## src/rtl/shift_pkg.sv

```systemverilog
// Shared types for the shared iterative shifter: op encodings, FSM states, default sizes.
// Nothing in here is clocked.
package shift_pkg;

  localparam int WIDTH_DEF    = 32;
  localparam int AW_DEF       = 5;
  localparam int MAX_STEP_DEF = 8;

  typedef enum logic [1:0] {
    OP_SRA = 2'b00,
    OP_SRL = 2'b01,
    OP_SLL = 2'b10,
    OP_ROR = 2'b11
  } op_t;

  typedef enum logic [1:0] {
    ST_IDLE = 2'b00,
    ST_EXEC = 2'b01,
    ST_DONE = 2'b10
  } state_t;

endpackage

```

## src/rtl/shift_unit_sched_if.sv

```systemverilog
// Two request ports plus one result port of the shared shifter, all valid/ready.
// master = requesters/consumer side, slave = the scheduler.
interface shift_unit_sched_if #(
  parameter int WIDTH = shift_pkg::WIDTH_DEF
);
  import shift_pkg::*;

  logic             req0_valid;
  logic             req0_ready;
  logic [WIDTH-1:0] req0_a;
  logic [WIDTH-1:0] req0_b;
  op_t              req0_op;

  logic             req1_valid;
  logic             req1_ready;
  logic [WIDTH-1:0] req1_a;
  logic [WIDTH-1:0] req1_b;
  op_t              req1_op;

  logic             res_valid;
  logic             res_ready;
  logic [WIDTH-1:0] res_data;
  logic             res_flag;
  logic             res_id;
  logic             busy;

  modport master (
    output req0_valid, req0_a, req0_b, req0_op,
    output req1_valid, req1_a, req1_b, req1_op,
    output res_ready,
    input  req0_ready, req1_ready,
    input  res_valid, res_data, res_flag, res_id, busy
  );

  modport slave (
    input  req0_valid, req0_a, req0_b, req0_op,
    input  req1_valid, req1_a, req1_b, req1_op,
    input  res_ready,
    output req0_ready, req1_ready,
    output res_valid, res_data, res_flag, res_id, busy
  );

endinterface

```

## src/rtl/shift_step.sv

```systemverilog
// One EXEC step: shifts data by 0..MAX_STEP under op; combinational, no backpressure.
// Built as log2 stages of constant shifts so the mux cost tracks MAX_STEP, not WIDTH.
module shift_step
  import shift_pkg::*;
#(
  parameter int WIDTH    = WIDTH_DEF,
  parameter int MAX_STEP = MAX_STEP_DEF,
  parameter int SW       = $clog2(MAX_STEP) + 1
) (
  input  logic [WIDTH-1:0] data,
  input  op_t              op,
  input  logic [SW-1:0]    step,
  output logic [WIDTH-1:0] res
);

  logic [WIDTH-1:0] d;

  always_comb begin
    d = data;
    for (int k = 0; k < SW; k++) begin
      if (step[k]) begin
        case (op)
          OP_SRA:  d = $signed(d) >>> (1 << k);
          OP_SRL:  d = d >> (1 << k);
          OP_SLL:  d = d << (1 << k);
          default: d = (d >> (1 << k)) | (d << (WIDTH - (1 << k)));
        endcase
      end
    end
    res = d;
  end

endmodule

```

## src/rtl/shift_unit_sched.sv

```systemverilog
// Round-robin shares one MAX_STEP-per-cycle shifter between two requesters; result after max(1,ceil(amt/MAX_STEP)) cycles.
// One op in flight: both request readies stay low until the result is taken with res_valid&res_ready.
module shift_unit_sched
  import shift_pkg::*;
#(
  parameter int WIDTH    = WIDTH_DEF,
  parameter int AW       = AW_DEF,
  parameter int MAX_STEP = MAX_STEP_DEF
) (
  input logic             clk,
  input logic             rst_n,
  shift_unit_sched_if.slave bus
);

  localparam int SW = $clog2(MAX_STEP) + 1;

  state_t           state, state_nxt;
  logic [WIDTH-1:0] data_q;
  logic [WIDTH-1:0] step_res;
  op_t              op_q;
  logic [AW-1:0]    rem_q;
  logic [AW-1:0]    rem_nxt;
  logic [SW-1:0]    step;
  logic             id_q;
  logic             last_grant;
  logic             grant0, grant1;
  logic             accept;
  logic             unused_b_hi;

  // Only the low AW bits of B carry the amount.
  assign unused_b_hi = ^{bus.req0_b[WIDTH-1:AW], bus.req1_b[WIDTH-1:AW]};

  // On a tie the requester not served last wins.
  assign grant0 = bus.req0_valid & (~bus.req1_valid | last_grant);
  assign grant1 = bus.req1_valid & (~bus.req0_valid | ~last_grant);
  assign accept = (state == ST_IDLE) & (grant0 | grant1);

  always_comb begin
    if (int'(rem_q) > MAX_STEP) begin
      step = SW'(MAX_STEP);
    end else begin
      step = SW'(rem_q);
    end
    rem_nxt = rem_q - AW'(step);
  end

  shift_step #(
    .WIDTH    (WIDTH),
    .MAX_STEP (MAX_STEP),
    .SW       (SW)
  ) u_step (
    .data (data_q),
    .op   (op_q),
    .step (step),
    .res  (step_res)
  );

  always_ff @(posedge clk or negedge rst_n) begin
    if (!rst_n) begin
      state <= ST_IDLE;
    end else begin
      state <= state_nxt;
    end
  end

  always_comb begin
    state_nxt = state;
    case (state)
      ST_IDLE: if (accept)         state_nxt = ST_EXEC;
      ST_EXEC: if (rem_nxt == '0)  state_nxt = ST_DONE;
      ST_DONE: if (bus.res_ready)  state_nxt = ST_IDLE;
      default:                     state_nxt = ST_IDLE;
    endcase
  end

  always_comb begin
    bus.req0_ready = (state == ST_IDLE) & grant0;
    bus.req1_ready = (state == ST_IDLE) & grant1;
    bus.res_valid  = (state == ST_DONE);
    bus.busy       = (state != ST_IDLE);
    bus.res_data   = data_q;
    bus.res_flag   = (state == ST_DONE) & ~(|data_q);
    bus.res_id     = id_q;
  end

  // Operand/result registers; data_q doubles as the result holding register in DONE.
  always_ff @(posedge clk or negedge rst_n) begin
    if (!rst_n) begin
      data_q     <= '0;
      op_q       <= OP_SRA;
      rem_q      <= '0;
      id_q       <= 1'b0;
      last_grant <= 1'b1;
    end else begin
      case (state)
        ST_IDLE: begin
          if (accept) begin
            data_q     <= grant1 ? bus.req1_a : bus.req0_a;
            rem_q      <= grant1 ? bus.req1_b[AW-1:0] : bus.req0_b[AW-1:0];
            op_q       <= grant1 ? bus.req1_op : bus.req0_op;
            id_q       <= grant1;
            last_grant <= grant1;
          end
        end
        ST_EXEC: begin
          data_q <= step_res;
          rem_q  <= rem_nxt;
        end
        default: ;
      endcase
    end
  end

endmodule

```

## src/flat_wrapper.sv

```systemverilog
// flat-port wrapper written by rule: the top's interface ports become plain ports
module shift_unit_sched_flat import shift_pkg::*;
#(
  parameter int WIDTH    = WIDTH_DEF,
  parameter int AW       = AW_DEF,
  parameter int MAX_STEP = MAX_STEP_DEF
)
  (clk, rst_n, bus_req0_valid, bus_req0_a, bus_req0_b, bus_req0_op, bus_req1_valid, bus_req1_a, bus_req1_b, bus_req1_op, bus_res_ready, bus_req0_ready, bus_req1_ready, bus_res_valid, bus_res_data, bus_res_flag, bus_res_id, bus_busy);
  shift_unit_sched_if #(.WIDTH(WIDTH)) bus_i ();
  input logic clk;
  input logic rst_n;
  input wire logic [$bits(bus_i.req0_valid)-1:0] bus_req0_valid;
  input wire logic [$bits(bus_i.req0_a)-1:0] bus_req0_a;
  input wire logic [$bits(bus_i.req0_b)-1:0] bus_req0_b;
  input wire logic [$bits(bus_i.req0_op)-1:0] bus_req0_op;
  input wire logic [$bits(bus_i.req1_valid)-1:0] bus_req1_valid;
  input wire logic [$bits(bus_i.req1_a)-1:0] bus_req1_a;
  input wire logic [$bits(bus_i.req1_b)-1:0] bus_req1_b;
  input wire logic [$bits(bus_i.req1_op)-1:0] bus_req1_op;
  input wire logic [$bits(bus_i.res_ready)-1:0] bus_res_ready;
  output wire logic [$bits(bus_i.req0_ready)-1:0] bus_req0_ready;
  output wire logic [$bits(bus_i.req1_ready)-1:0] bus_req1_ready;
  output wire logic [$bits(bus_i.res_valid)-1:0] bus_res_valid;
  output wire logic [$bits(bus_i.res_data)-1:0] bus_res_data;
  output wire logic [$bits(bus_i.res_flag)-1:0] bus_res_flag;
  output wire logic [$bits(bus_i.res_id)-1:0] bus_res_id;
  output wire logic [$bits(bus_i.busy)-1:0] bus_busy;
  assign bus_i.req0_valid = bus_req0_valid;
  assign bus_i.req0_a = bus_req0_a;
  assign bus_i.req0_b = bus_req0_b;
  assign bus_i.req0_op = bus_req0_op;
  assign bus_i.req1_valid = bus_req1_valid;
  assign bus_i.req1_a = bus_req1_a;
  assign bus_i.req1_b = bus_req1_b;
  assign bus_i.req1_op = bus_req1_op;
  assign bus_i.res_ready = bus_res_ready;
  assign bus_req0_ready = bus_i.req0_ready;
  assign bus_req1_ready = bus_i.req1_ready;
  assign bus_res_valid = bus_i.res_valid;
  assign bus_res_data = bus_i.res_data;
  assign bus_res_flag = bus_i.res_flag;
  assign bus_res_id = bus_i.res_id;
  assign bus_busy = bus_i.busy;
  shift_unit_sched #(.WIDTH(WIDTH), .AW(AW), .MAX_STEP(MAX_STEP)) u_core (.clk(clk), .rst_n(rst_n), .bus(bus_i));
endmodule
```

## config.mk

```make
export PLATFORM = sky130hd
export DESIGN_NAME = shift_unit_sched_flat
export DESIGN_NICKNAME = d
export VERILOG_FILES = /design/src/rtl/shift_pkg.sv /design/src/rtl/shift_unit_sched_if.sv /design/src/rtl/shift_step.sv /design/src/rtl/shift_unit_sched.sv /design/src/flat_wrapper.sv
export SDC_FILE = /design/constraint.sdc
export NUM_CORES = 1
export LEC_CHECK = 0
export ABC_AREA = 1
export CORE_MARGIN = 1.5
export CORE_UTILIZATION = 45
export DETAILED_ROUTE_END_ITERATION = 12
export PLACE_DENSITY = 0.89
export RECOVER_POWER = 50
export REMOVE_ABC_BUFFERS = 1
export SYNTH_ARGS = -nofsm -noshare
export SYNTH_HDL_FRONTEND = slang
export SYNTH_SLANG_ARGS = --single-unit
```

## constraint.sdc

```tcl
create_clock -name clk -period 2.4 [get_ports clk]
set_input_delay 0.72 -clock clk [delete_from_list [all_inputs] [get_ports clk]]
set_output_delay 0.72 -clock clk [all_outputs]
set_load 0.05 [all_outputs]
```

==> results.md <==
* Status: finished with violations
* Failing checks: setup timing
* Vias at 7,555
* Skew-Pair Late Insertion Delay at 0.31 ns
* Total CTS buffers at 5
* Die area at 12,600 sq um
* Slew Limit Fails at 0
* Rows at 39
* Syn Inst Count at 1,010
* Main synth FF type: dfrtp_1
* Vias in the first global route at 6,827
* Final Hold Viols at 0
* Leading cell type in the layout, fill and taps excluded: nand2_1
* Input/output buffers at 120
* Yosys reg bits at 43
* Final Setup Violations at 3
* Starting Density at 46.7%
* N_diodes at 0
* Largest net degree at the start of global routing at 57
* Crit path DAT at 1.96 ns
* Post-synth EDFFs at 0
* Wire length per cell at 17.4 microns
* Cts hold-fix bufs at 0
* MaxCap Viol Count at 0
* Setup CP Type: reg2out
* Drt first pass iters at 7
* Core footprint at 11,500 sq um
* Required @ worst endpoint at 1.68 ns
* Share of cells above drive strength 1 at 11.4%
* Clk slew on worst S/H paths at 0.07 ns
* Nets@finish at 1,303
* Crit. End Element: output pin
* Min-Delay Path Class: reg2reg
* Clock buffer depth at 2
* Via/cell ratio at 5.77
* Area grow syn2layout at 38.6%
* FFs w/ async S/R, synth at 100%
* Fmax at 373 MHz
* Initial antenna violation count at 0
* Worst-Margin Slew at 0.983 ns
* Post-route ant nets at 0
* Post-synthesis sequential area ratio at 20.0%
* Placement Setup Slack at -0.0431 ns
* CP startpoint kind: flop
* CTS tree: built
* Die W at 112 microns
* Gr ovfl total at 0
* H-tree depth at 2
* Gpl congestion at 1.01
* Clock root buffer master: clkbuf_16
* Drt total wl at 22.8 mm
* Drt drc at 0
* Distinct cell type count after synthesis at 40
* Clock Skew at 0.00743 ns
* Min Tclk post-route at 2.68 ns
* Critical-path maximum fanout at 2
* Synthesis Warnings at 0
* Die height at 112 microns
* Crit share post-route at 112%
* Synthesized cell area at 5380 sq um
* IO Pins at 175
* Unrepaired setup endpoints after global routing: yes
* Post-Syn Area per Cell at 5.32 sq um
* Clock sink total at 43
* Most frequent cells in the layout: nand2_1, nand3_1, clkdlybuf4s50_1
* Tot GR Track Use at 35.9%
* First-pass GRT wire length at 35.7 mm
* Iter 0 DRT Violations at 905
* Post-DP HPWL at 17.3 mm
* Rel. slew slack at 34.5%
* PnR worst setup slack at -0.282 ns
[routing by layer]
layer	wire length (microns)	global-route usage (%)	vias to the layer above
met4	702	9.87	0
li1	-	-	3612
met2	10300	58.0	432
met3	2410	7.51	63
met5	0	0	-
met1	9400	48.7	3448
[sequential cells by signal (all words and copies together), names as in the netlist]
signal	flops
u_core.bus.res_data	32
u_core.state	2
u_core.rem_q	5
u_core.op_q	2
u_core.bus.res_id	1
u_core.last_grant	1
[cell families after synthesis]
family / Yosys count / share of synthesized area, %
and+or+nand+nor: 697 / 55.5
buffers and inverters: 130 / 10.2
AOI/OAI and AO/OA: 137 / 13.8
DFF: 43 / 20.0
adders and majority gates: 1 / 0.233
xor gates and xnor gates: 1 / 0.163
other: 1 / 0.0697
[path summary, 6_finish.rpt]
kind	cells after the start	slack, ns	to	start
worst max-delay path	7	-0.28	bus_res_flag	u_core.bus.res_data[8]
worst min-delay path	2	0.49	u_core.bus.res_id	u_core.bus.res_id
worst max register to register	16	0.11	u_core.bus.res_data[28]	u_core.rem_q[4]
worst min register to register	2	0.49	u_core.bus.res_id	u_core.bus.res_id
max in group asynchronous	2	0.47	u_core.bus.res_data[8]	rst_n
min in group asynchronous	1	0.53	u_core.bus.res_data[21]	rst_n
[synth_stat cells, types with 2 or more instances]
cell type  instances  area [sq um]
nand2_1          442          1660
nand3_1          153           766
inv_1             61           229
nor2_1            51           191
a21oi_1           44           220
dfrtp_1           42          1050
o21ai_1           39           195
clkbuf_1          29           109
nand4_1           29           181
o21ai_0           29           145
buf_2             15          75.1
o211ai_1          12          90.1
inv_2              8          30.0
buf_1              7          26.3
buf_4              7          52.6
a31oi_1            5          31.3
nor2_4             4          45.0
nor4_1             4          25.0
a21boi_1           3          22.5
buf_6              2          22.5
nand2_2            2          12.5
nand2_4            2          22.5
nor2_2             2          12.5
o22ai_1            2          12.5
[area by class of cell]
cell class | instances | area [sq um]
inverter | 70 | 275
clock buffer | 5 | 125
fill | 1139 | 4070
clock inverter | 3 | 25.0
timing repair buffer | 208 | 1980
sequential | 43 | 1080
multi-input combinational | 837 | 3790
tap | 143 | 179
[stage by stage]
stage	TNS, ns	std cells	util [%]	cell area (sq um)	hold slack, ns
after floorplan	-56.45	950	-	5090	0.424
after global placement	-0.0478	1299	63.1	7270	0.455
after detailed placement	-0.205	1299	63.1	7270	0.473
after CTS	-0.291	1307	64.6	7440	0.343
after global routing	-0.699	1309	64.7	7450	0.534
final	-0.431	1309	64.7	7450	0.488
[worst max-delay path: stages (launching register included)]
cell and delay, ns:
dfrtp_1 0.37, inv_1 0.09, nand4_1 0.21, nor4b_2 0.29, nand3_1 0.19, nor4_2 0.20
buf_4 0.17, buf_12 0.13
[timing repair]
action	4_1_cts	5_1_grt
buffers inserted	0	1
hold endpoints to repair	0	0
setup endpoints to repair	2	28
cloned	0	1
gates resized for setup	8	17
pin swaps	2	2
Power is left out: the tool's default activity adds up to more than one toggle a clock period on the data nets, which glitch-free logic cannot reach.
